$ cat config.mk
export PLATFORM = sky130hd
export DESIGN_NAME = udp_img_depkt
export DESIGN_NICKNAME = d
export VERILOG_FILES = /design/src/rtl/udp_img_pkg.sv /design/src/rtl/udp_img_hdr_chk.sv /design/src/rtl/udp_img_depkt.sv
export SDC_FILE = /design/constraint.sdc
export NUM_CORES = 1
export LEC_CHECK = 0
export CORE_UTILIZATION = 23
export DETAILED_ROUTE_END_ITERATION = 8
export PLACE_DENSITY_LB_ADDON = 0.15
export SYNTH_ARGS = -nofsm -noshare
export SYNTH_HDL_FRONTEND = slang
export SYNTH_SLANG_ARGS = --single-unit
$ cat constraint.sdc
create_clock -name i_clk -period 3.2 [get_ports i_clk]
set_input_delay 0.48 -clock i_clk [delete_from_list [all_inputs] [get_ports i_clk]]
set_output_delay 0.48 -clock i_clk [all_outputs]
set_load 0.1 [all_outputs]
$ cat src/rtl/udp_img_pkg.sv
// Shared image-over-UDP packet format: header layout, flag bits and the
// depacketizer FSM state type.
package udp_img_pkg;

    localparam logic [15:0] IMG_MAGIC   = 16'hF05A;
    localparam int unsigned IMG_HDR_LEN = 8;

    // Header byte offsets
    localparam logic [2:0] OFS_MAGIC_HI = 3'd0;
    localparam logic [2:0] OFS_MAGIC_LO = 3'd1;
    localparam logic [2:0] OFS_LINE_HI  = 3'd2;
    localparam logic [2:0] OFS_LINE_LO  = 3'd3;
    localparam logic [2:0] OFS_NPIX_HI  = 3'd4;
    localparam logic [2:0] OFS_NPIX_LO  = 3'd5;
    localparam logic [2:0] OFS_FID      = 3'd6;
    localparam logic [2:0] OFS_FLAGS    = 3'd7;

    // Bit positions inside the flags byte
    localparam logic [2:0] FLG_SOF = 3'd0;
    localparam logic [2:0] FLG_EOF = 3'd1;

    typedef enum logic [1:0] {
        StIdle,
        StHdr,
        StPayload,
        StDrop
    } state_e;

endpackage

$ cat src/rtl/udp_img_hdr_chk.sv
// Header capture register plus combinational validity check (magic, pixel
// count range, UDP length consistency).
module udp_img_hdr_chk
    import udp_img_pkg::*;
#(
    parameter logic [15:0] P_MAGIC   = IMG_MAGIC,
    parameter int unsigned P_HDR_LEN = IMG_HDR_LEN,
    parameter int unsigned P_MAX_PIX = 640
) (
    input  logic        i_clk,
    input  logic        i_rst,
    input  logic        i_cap,
    input  logic [2:0]  i_idx,
    input  logic [7:0]  i_data,
    input  logic [15:0] i_len,
    output logic        o_hdr_ok,
    output logic [15:0] o_line,
    output logic [15:0] o_npix,
    output logic [7:0]  o_fid
);

    logic [7:0]  hdr_q [P_HDR_LEN];
    logic [15:0] len_q;
    logic [15:0] magic;
    logic [16:0] exp_len;

    always_ff @(posedge i_clk) begin
        if (i_cap) begin
            hdr_q[i_idx] <= i_data;
        end
    end

    // Payload length is only presented reliably with the first byte
    always_ff @(posedge i_clk) begin
        if (i_rst) begin
            len_q <= '0;
        end else if (i_cap && (i_idx == 3'd0)) begin
            len_q <= i_len;
        end
    end

    assign magic   = {hdr_q[OFS_MAGIC_HI], hdr_q[OFS_MAGIC_LO]};
    assign o_line  = {hdr_q[OFS_LINE_HI], hdr_q[OFS_LINE_LO]};
    assign o_npix  = {hdr_q[OFS_NPIX_HI], hdr_q[OFS_NPIX_LO]};
    assign o_fid   = hdr_q[OFS_FID];
    assign exp_len = 17'(P_HDR_LEN) + {o_npix, 1'b0};

    assign o_hdr_ok = (magic == P_MAGIC) && (o_npix != 16'd0) &&
                      (32'(o_npix) <= P_MAX_PIX) && ({1'b0, len_q} == exp_len);

endmodule

$ cat src/rtl/udp_img_depkt.sv
// Receive-side image depacketizer: parses the line header, rebuilds RGB565
// pixels and reports packet status and error counts.
module udp_img_depkt
    import udp_img_pkg::*;
#(
    parameter logic [15:0] P_MAGIC   = IMG_MAGIC,
    parameter int unsigned P_HDR_LEN = IMG_HDR_LEN,
    parameter int unsigned P_MAX_PIX = 640
) (
    input  logic        i_clk,
    input  logic        i_rst,
    input  logic [15:0] i_rec_len,
    input  logic [7:0]  i_rec_data,
    input  logic        i_rec_valid,
    input  logic        i_rec_last,
    output logic [15:0] o_pix_data,
    output logic        o_pix_valid,
    output logic        o_pix_sol,
    output logic        o_pix_eol,
    output logic        o_pix_sof,
    output logic [15:0] o_line_num,
    output logic [7:0]  o_frame_id,
    output logic        o_pkt_ok,
    output logic        o_pkt_err,
    output logic        o_line_miss,
    output logic [15:0] o_err_cnt
);

    localparam logic [2:0] HdrLast = 3'(P_HDR_LEN - 1);

    state_e      state_q;
    logic [2:0]  idx_q;
    logic [15:0] npix_q, pix_cnt_q, exp_line_q, line_num_q;
    logic [7:0]  frame_id_q, hi_q;
    logic        odd_q, sof_flag_q;
    logic [15:0] pix_data_q, err_cnt_q;
    logic        pix_valid_q, sol_q, eol_q, sof_q, ok_q, err_q, miss_q;

    logic        cap;
    logic [2:0]  cap_idx;
    logic        hdr_ok;
    logic [15:0] hdr_line, hdr_npix;
    logic [7:0]  hdr_fid;

    assign cap     = i_rec_valid && ((state_q == StIdle) || (state_q == StHdr));
    assign cap_idx = (state_q == StIdle) ? 3'd0 : idx_q;

    udp_img_hdr_chk #(
        .P_MAGIC   (P_MAGIC),
        .P_HDR_LEN (P_HDR_LEN),
        .P_MAX_PIX (P_MAX_PIX)
    ) u_hdr_chk (
        .i_clk    (i_clk),
        .i_rst    (i_rst),
        .i_cap    (cap),
        .i_idx    (cap_idx),
        .i_data   (i_rec_data),
        .i_len    (i_rec_len),
        .o_hdr_ok (hdr_ok),
        .o_line   (hdr_line),
        .o_npix   (hdr_npix),
        .o_fid    (hdr_fid)
    );

    always_ff @(posedge i_clk) begin
        if (i_rst) begin
            state_q     <= StIdle;
            idx_q       <= '0;
            npix_q      <= '0;
            pix_cnt_q   <= '0;
            exp_line_q  <= '0;
            line_num_q  <= '0;
            frame_id_q  <= '0;
            hi_q        <= '0;
            odd_q       <= 1'b0;
            sof_flag_q  <= 1'b0;
            pix_data_q  <= '0;
            pix_valid_q <= 1'b0;
            sol_q       <= 1'b0;
            eol_q       <= 1'b0;
            sof_q       <= 1'b0;
            ok_q        <= 1'b0;
            err_q       <= 1'b0;
            miss_q      <= 1'b0;
        end else begin
            pix_valid_q <= 1'b0;
            sol_q       <= 1'b0;
            eol_q       <= 1'b0;
            sof_q       <= 1'b0;
            ok_q        <= 1'b0;
            err_q       <= 1'b0;
            miss_q      <= 1'b0;
            if (i_rec_valid) begin
                unique case (state_q)
                    StIdle: begin
                        idx_q   <= 3'd1;
                        state_q <= i_rec_last ? StDrop : StHdr;
                    end
                    StHdr: begin
                        idx_q <= idx_q + 3'd1;
                        if (i_rec_last) begin
                            err_q   <= 1'b1;
                            state_q <= StIdle;
                        end else if (idx_q == HdrLast) begin
                            if (hdr_ok) begin
                                state_q    <= StPayload;
                                line_num_q <= hdr_line;
                                frame_id_q <= hdr_fid;
                                npix_q     <= hdr_npix;
                                pix_cnt_q  <= '0;
                                odd_q      <= 1'b0;
                                sof_flag_q <= i_rec_data[FLG_SOF];
                                exp_line_q <= hdr_line + 16'd1;
                                miss_q     <= !i_rec_data[FLG_SOF] && (hdr_line != exp_line_q);
                            end else begin
                                state_q <= StDrop;
                            end
                        end
                    end
                    StPayload: begin
                        odd_q <= !odd_q;
                        if (!odd_q) begin
                            hi_q <= i_rec_data;
                            if (i_rec_last) begin
                                err_q   <= 1'b1;
                                state_q <= StIdle;
                            end
                        end else begin
                            pix_data_q  <= {hi_q, i_rec_data};
                            pix_valid_q <= 1'b1;
                            sol_q       <= (pix_cnt_q == 16'd0);
                            sof_q       <= (pix_cnt_q == 16'd0) && sof_flag_q;
                            pix_cnt_q   <= pix_cnt_q + 16'd1;
                            if (pix_cnt_q == npix_q - 16'd1) begin
                                if (i_rec_last) begin
                                    eol_q   <= 1'b1;
                                    ok_q    <= 1'b1;
                                    state_q <= StIdle;
                                end else begin
                                    // Surplus bytes beyond the declared line
                                    state_q <= StDrop;
                                end
                            end else if (i_rec_last) begin
                                err_q   <= 1'b1;
                                state_q <= StIdle;
                            end
                        end
                    end
                    StDrop: begin
                        if (i_rec_last) begin
                            err_q   <= 1'b1;
                            state_q <= StIdle;
                        end
                    end
                    default: state_q <= StIdle;
                endcase
            end
        end
    end

    always_ff @(posedge i_clk) begin
        if (i_rst) begin
            err_cnt_q <= '0;
        end else if (err_q && (err_cnt_q != 16'hFFFF)) begin
            err_cnt_q <= err_cnt_q + 16'd1;
        end
    end

    assign o_pix_data  = pix_data_q;
    assign o_pix_valid = pix_valid_q;
    assign o_pix_sol   = sol_q;
    assign o_pix_eol   = eol_q;
    assign o_pix_sof   = sof_q;
    assign o_line_num  = line_num_q;
    assign o_frame_id  = frame_id_q;
    assign o_pkt_ok    = ok_q;
    assign o_pkt_err   = err_q;
    assign o_line_miss = miss_q;
    assign o_err_cnt   = err_cnt_q;

endmodule

==> results of run 1 <==
==> what timing repair did <==
item                                    CTS  global route
gates resized for setup                   0            12
setup buffers                             0             4
endpoints found under the setup margin    0            65
==> cell families after synthesis <==
family,share of synthesized area
fa+ha+maj,0.01275
compound gates,0.1078
flops,0.5100
simple gates,0.2394
mux,0.01941
buf+inv,0.02932
xor+xnor,0.08131
==> registers in the layout (all words and copies together) (netlist names) <==
register,count
exp_line_q,16
hi_q,8
idx_q,3
npix_q,16
o_err_cnt,16
o_frame_id,8
o_line_miss,1
o_line_num,16
o_pix_data,16
o_pix_sof,1
o_pix_sol,1
o_pix_valid,1
o_pkt_err,1
o_pkt_ok,1
odd_q,1
pix_cnt_q,16
sof_flag_q,1
state_q,2
u_hdr_chk.hdr_q,56
u_hdr_chk.len_q,16
==> stage by stage <==
step                utilization  power [mW]  hold WS [ns]
floorplan                     -       2.790        0.4273
global placement         0.2745       2.908        0.4429
detailed placement       0.2745       2.908        0.4455
CTS                      0.2896       5.095        0.4493
global route             0.2918       5.212        0.4672
finish                   0.2918       5.001        0.4449
==> final timing paths <==
| path | to | slack [ns] | from | cells past startpoint |
|---|---|---|---|---|
| max | pix_cnt_q[14]$_SDFFE_PP0P_ | 0.21 | u_hdr_chk.hdr_q[5][2]$_DFFE_PP_ | 10 |
| min | o_pix_data[10]$_SDFFE_PP0P_ | 0.44 | hi_q[2]$_SDFFE_PP0P_ | 2 |
| max reg2reg | pix_cnt_q[14]$_SDFFE_PP0P_ | 0.21 | u_hdr_chk.hdr_q[5][2]$_DFFE_PP_ | 10 |
| min reg2reg | o_pix_data[10]$_SDFFE_PP0P_ | 0.44 | hi_q[2]$_SDFFE_PP0P_ | 2 |
==> placed cells by master, fill, tap and decap left out, drive strengths merged, types with 3 or more instances in the layout <==
cell,count
nor2b,4
nand2,196
edfxtp,56
inv,21
and3,11
and4,4
clkinv,7
o211ai,6
nand4,23
a31oi,5
nand3b,4
a211oi,3
xor2,26
ha,9
o2111ai,3
a2111o,3
xnor2,56
or3,13
or2,4
a21oi,98
nand2b,3
nor4,19
clkdlybuf4s50,34
nor3b,3
and2,12
or4,5
o21ai,18
nor4bb,3
buf,102
nor4b,8
nor2,68
clkbuf,18
nand3,36
nor3,17
o31ai,5
dfxtp,141
mux2i,16
==> area by class of cell <==
cell class,count,area share
flip-flops and latches,197,0.4088
multi-input cells,706,0.3751
repair buffers,136,0.1007
well taps,511,0.05803
clock buffers,18,0.03895
clock inverters,14,0.01295
inverters,16,0.005451
==> power groups by stage <==
stage	clock network (mW)	logic (mW)	registers, mW
final	2.15	0.226	2.62
after global routing	2.33	0.251	2.63
after CTS	2.24	0.229	2.62
after detailed placement	0	0.229	2.68
after global placement	0	0.229	2.68
after floorplan	0	0.115	2.68
==> worst min-delay path: cells and delay by family, from the launching register on <==
kind / cells / cell delay, ns
DFF: 1 / 0.31
and+or+nand+nor: 1 / 0.05
AOI/OAI and AO/OA: 1 / 0.05
==> layer usage <==
layer  vias up  share of wire  GRT usage
met5         -              0          0
met4         0          0.011    0.04048
met3        14          0.027    0.02623
met2        78           0.45     0.2114
met1      3404           0.51     0.1815
li1       3606              -          -
==> out/results.ini, run 1 <==
[outcome]
status=completed

[pwr]
peakVddDrop_mv=0.3893
clockPowerShare=0.431
leakage_nw=3.808
pwr-share-seq=0.524
power_frac_comb=0.045
p_sw_frac=0.2458
powerDensity_nw_per_um2=453.9
p_int_mw=3.772
switchingPower_mw=1.229

[setup_path]
cp_top_family=simple AND/OR/NAND/NOR gates
start_kind=flip-flop
end_kind=flip-flop
worst-path-buf-inv=2
crit_required_ns=3.58
path_cells=buf_4, nand3_2, or3_1, nor4_2, nor3_4, nor4_4, buf_4, o21ai_2, or4_1, a21oi_1
arrival_ns=3.37
cp_slowest_cell=or4_1
worst-setup-path-type=reg -> reg
critPathMostFrequentCell=buf_4
critPathMaxStageDelay_ns=0.51
critPathMaxFanout=7

[floorplan]
ios=91
die_y_um=198.0
initial_core_util=0.2339
row_count=71
die-area_um2=39190
coreArea_um2=37760
die_w_um=198.0

[sta]
setup_viol=0
relSlewSlack=0.3482
fmax_mhz=334.5
finalCritPeriodShare=0.9341
tightest_slew_ns=0.9747
setup_ws_ns=0.2108
skew_ns=0.01554
hold_viol_final=0
setup_tns_ns=0
finalCriticalPeriod_ns=2.989
finalMaxSlewViolations=0

[clock_tree]
cts-root-buf=clkbuf_16
holdBufCountCts=0
cts_tree=built
cts_buffers=17
clk_path_buf_depth=2
clkTransAtPathRegs_ns=0.08
cts.htree.levels=4
clk_latency_ns=0.45
cts.sinks=197

[yosys]
netlist_instances=967
yosysSeqAreaShare=0.5100
synth_top_area_share=0.3196
syn_nets=1004
yosysTopAreaCell=dfxtp_1
synth.area.top_cells=dfxtp_1 (32%), edfxtp_1 (19%), nand2_1 (8.3%)
ys_ff_latch=197
ys_warn_count=0
netlist_area_um2=8832
postSynthAreaPerCell_um2=9.134
synth_flop_cell=dfxtp_1
synth-edff-count=56
synth_common_cells=nand2_1 (196), dfxtp_1 (141), a21oi_1 (98)
synth.most_common_cell=nand2_1
synthArstFlopShare=0
synth.distinct_cells=65

[routing]
first_pass_iters=4
wl_per_cell_um=15.74
post-route-drc-count=0
routed-via-count=7102
drt_iter0_markers=372
totalWireLength_um=25150
vias_per_cell=4.444
postRouteAntennaNets=0

[placed_design]
gp_congestion=0.7886
post-dp-hpwl_um=17760
portBuffers=90
dp_cells=1562
dp_slack_ns=0.07780
place_area_um2=10360

[global_routing]
gr-total-overflow=0
grt_max_degree=44
grt_pass1_wl_um=40210
grt_pass1_vias=7019
grt_use_total=0.1332
antenna_found_initial=0

[finish]
seq_area_um2=4504
multiInputGateArea_um2=4133
fillers=4002
area_growth_pct=24.75
drive_gt1_frac=0.1435
instances_no_fill=1598
stdcell_area_um2=11020
nets=1111
n_antenna_cell=0

[worst_hold_path]
hp-class=reg -> reg

[run]
cap_violations=0

Note: power is estimated with default switching activity, not from simulation.
==> inputs of run 2 (changes only) <==
==> constraint.sdc (replaced) <==
create_clock -name i_clk -period 2.85 [get_ports i_clk]
set_input_delay 0.4275 -clock i_clk [delete_from_list [all_inputs] [get_ports i_clk]]
set_output_delay 0.4275 -clock i_clk [all_outputs]
set_load 0.1 [all_outputs]
==> run 2 against run 1 <==
The run now ends with setup timing left; first-iteration DRC count rose by 7.5%; sequential power rose by 13%; register-to-register slack got worse by 0.35 ns; utilization rose by 2.3 points; final cell count rose by 2.6%; global-route usage rose by 0.20 points; critical endpoint is now pix_cnt_q[4]$_SDFFE_PP0P_.
==> out/results.ini, run 2 (synthesis results as in run 1) <==
[routing]
totalWireLength_um=26160  ; was 25150 um
drt_iter0_markers=400  ; was 372
postRouteAntennaNets=0  ; unchanged
first_pass_iters=4  ; unchanged
vias_per_cell=4.481  ; was 4.444
routed-via-count=7349  ; was 7102
post-route-drc-count=0  ; unchanged
wl_per_cell_um=15.95  ; was 15.74 um

[setup_path]
r2r_start=u_hdr_chk.hdr_q[5][2]$_DFFE_PP_  ; unchanged
end_kind=flip-flop  ; unchanged
critPathMaxStageDelay_ns=0.51  ; about the same
critPathMaxFanout=5  ; was 7
r2r_setup_slack_ns=-0.14  ; was 0.21 ns
reg2reg_depth=11  ; was 10
worst-path-buf-inv=2  ; unchanged
path_cells=ha_2, and2_1, a211o_1, a31oi_4, a2111o_1, buf_6, nor4_4, buf_4, or2_2, or4_1, nand2_1  ; was buf_4, nand3_2, or3_1, nor4_2, nor3_4, nor4_4, buf_4, o21ai_2, or4_1, a21oi_1
worst-setup-path-type=reg -> reg  ; unchanged
r2r_end=pix_cnt_q[4]$_SDFFE_PP0P_  ; was pix_cnt_q[14]$_SDFFE_PP0P_
cp_slowest_cell=edfxtp_1  ; was or4_1
crit_required_ns=3.25  ; was 3.58 ns
arrival_ns=3.39  ; was 3.37 ns
cp_top_family=simple AND/OR/NAND/NOR gates  ; unchanged
start_kind=flip-flop  ; unchanged

[finish]
largest_reg_flops=56  ; unchanged
seq_area_um2=4511  ; was 4504 um2
stdcell_area_um2=11880  ; was 11020 um2
final_common_cell=nand2_1  ; unchanged
fillers=3982  ; was 4002
fin_util=0.3146  ; was 0.2918
instances_no_fill=1640  ; was 1598
multiInputGateArea_um2=4538  ; was 4133 um2
n_antenna_cell=0  ; unchanged
mostFrequentLayoutCells=nand2_1 (177), dfxtp_1 (136), buf_4 (133), a21oi_1 (77), nor2_1 (65)  ; was nand2_1 (196), dfxtp_1 (141), buf_4 (101), a21oi_1 (98), nor2_1 (67)
nets=1153  ; was 1111
area_growth_pct=34.50  ; was 24.75%
largest-register=u_hdr_chk.hdr_q  ; unchanged
drive_gt1_frac=0.2436  ; was 0.1435

[sta]
tightest_slew_ns=0.9157  ; was 0.9747 ns
setup_viol=40  ; was 0
finalMaxSlewViolations=0  ; unchanged
relSlewSlack=0.3873  ; was 0.3482
rsz0062_at_grt=yes
fmax_mhz=334.4  ; was 334.5 MHz
finalCritPeriodShare=1.049  ; was 0.9341
setup_tns_ns=-2.035  ; was 0 ns
finalCriticalPeriod_ns=2.990  ; was 2.989 ns
hold_viol_final=0  ; unchanged
skew_ns=0.01703  ; was 0.01554 ns
setup_ws_ns=-0.1403  ; was 0.2108 ns

[pwr]
powerDensity_nw_per_um2=472.2  ; was 453.9 nW/um2
peakVddDrop_mv=0.4042  ; was 0.3893 mV
leakage_nw=4.170  ; was 3.808 nW

[placed_design]
dp_cells=1585  ; was 1562
place_area_um2=10540  ; was 10360 um2
post-dp-hpwl_um=17930  ; was 17760 um
portBuffers=90  ; unchanged
gp_congestion=0.8123  ; was 0.7886

[clock_tree]
cts_buffers=17  ; unchanged
clk_latency_ns=0.45  ; about the same
cts_tree=built  ; unchanged
cts.sinks=197  ; unchanged
clk_path_buf_depth=2  ; unchanged
cts.htree.levels=4  ; unchanged
cts-root-buf=clkbuf_16  ; unchanged
clkTransAtPathRegs_ns=0.09  ; was 0.08 ns

[outcome]
status=finished, violations left  ; was completed
violations=setup timing

[global_routing]
gr-total-overflow=0  ; unchanged
grt_max_degree=68  ; was 44
antenna_found_initial=0  ; unchanged
grt_pass1_wl_um=40790  ; was 40210 um
grt_use_total=0.1352  ; was 0.1332
grt_pass1_vias=7226  ; was 7019

[floorplan]
row_count=71  ; unchanged
die-area_um2=39190  ; unchanged
die_y_um=198.0  ; unchanged
die_w_um=198.0  ; unchanged
ios=91  ; unchanged
initial_core_util=0.2339  ; unchanged
coreArea_um2=37760  ; unchanged

[worst_hold_path]
hp-class=reg -> reg  ; unchanged
hold_depth=2  ; unchanged
holdPathEnd=o_pix_data[15]$_SDFFE_PP0P_  ; was o_pix_data[10]$_SDFFE_PP0P_
worstHoldStart=hi_q[7]$_SDFFE_PP0P_  ; was hi_q[2]$_SDFFE_PP0P_

[run]
cap_violations=0  ; unchanged

[run 2: stage by stage]
step,total power [mW],hold slack (ns),setup slack [ns]
floorplan,3.133,0.4273,0.005959
global placement,3.275,0.4430,-0.2835
detailed placement,3.274,0.4450,-0.2587
CTS,5.693,0.4576,-0.1591
global route,5.824,0.4710,-0.2416
finish,5.609,0.4513,-0.1403
[run 2: what timing repair did]
item | CTS | global route
setup buffers | 6 | 13
cloned | 1 | 4
pin swaps | 18 | 36
setup endpoints to repair | 72 | 77
gates resized for setup | 12 | 116
hold buffers | 0 | 0
[run 2: area by class of cell]
cell class                 count  share of cell area
timing repair buffer         177              0.1316
clock inverter                15             0.01201
clock buffer                  17             0.03581
inverter                      16            0.005056
multi-input combinational    707              0.3820
sequential                   197              0.3797
tap                          511             0.05382
[run 2: worst max path at each step]
stage	from	end	depth (start not counted)
finish	u_hdr_chk.hdr_q[5][2]$_DFFE_PP_	pix_cnt_q[4]$_SDFFE_PP0P_	11
global route	u_hdr_chk.hdr_q[5][2]$_DFFE_PP_	exp_line_q[10]$_SDFFE_PP0P_	13
CTS	u_hdr_chk.hdr_q[5][2]$_DFFE_PP_	pix_cnt_q[14]$_SDFFE_PP0P_	11
detailed placement	u_hdr_chk.hdr_q[1][0]$_DFFE_PP_	pix_cnt_q[4]$_SDFFE_PP0P_	9
global placement	u_hdr_chk.hdr_q[1][0]$_DFFE_PP_	pix_cnt_q[4]$_SDFFE_PP0P_	9
floorplan	u_hdr_chk.hdr_q[4][3]$_DFFE_PP_	pix_cnt_q[4]$_SDFFE_PP0P_	9
[run 2: layer usage]
metal | routed length [um] | global-route usage
met5 | 0 | 0
met4 | 312 | 0.04335
met3 | 816 | 0.02623
met2 | 12550 | 0.2240
met1 | 12490 | 0.1758
[run 2: report_power, final]
part / total [mW] / internal [mW] / leakage (nW) / switching, mW
Combinational: 0.281 / 0.109 / 2.25 / 0.173
Sequential: 2.95 / 2.91 / 1.65 / 0.0348
Clock: 2.38 / 1.16 / 0.270 / 1.22
Total: 5.61 / 4.18 / 4.17 / 1.43
[run 2: worst min-delay path, stage by stage (launching register included)]
cell and delay, ns:
dfxtp_1 0.31, nand2_1 0.05, a21oi_1 0.05
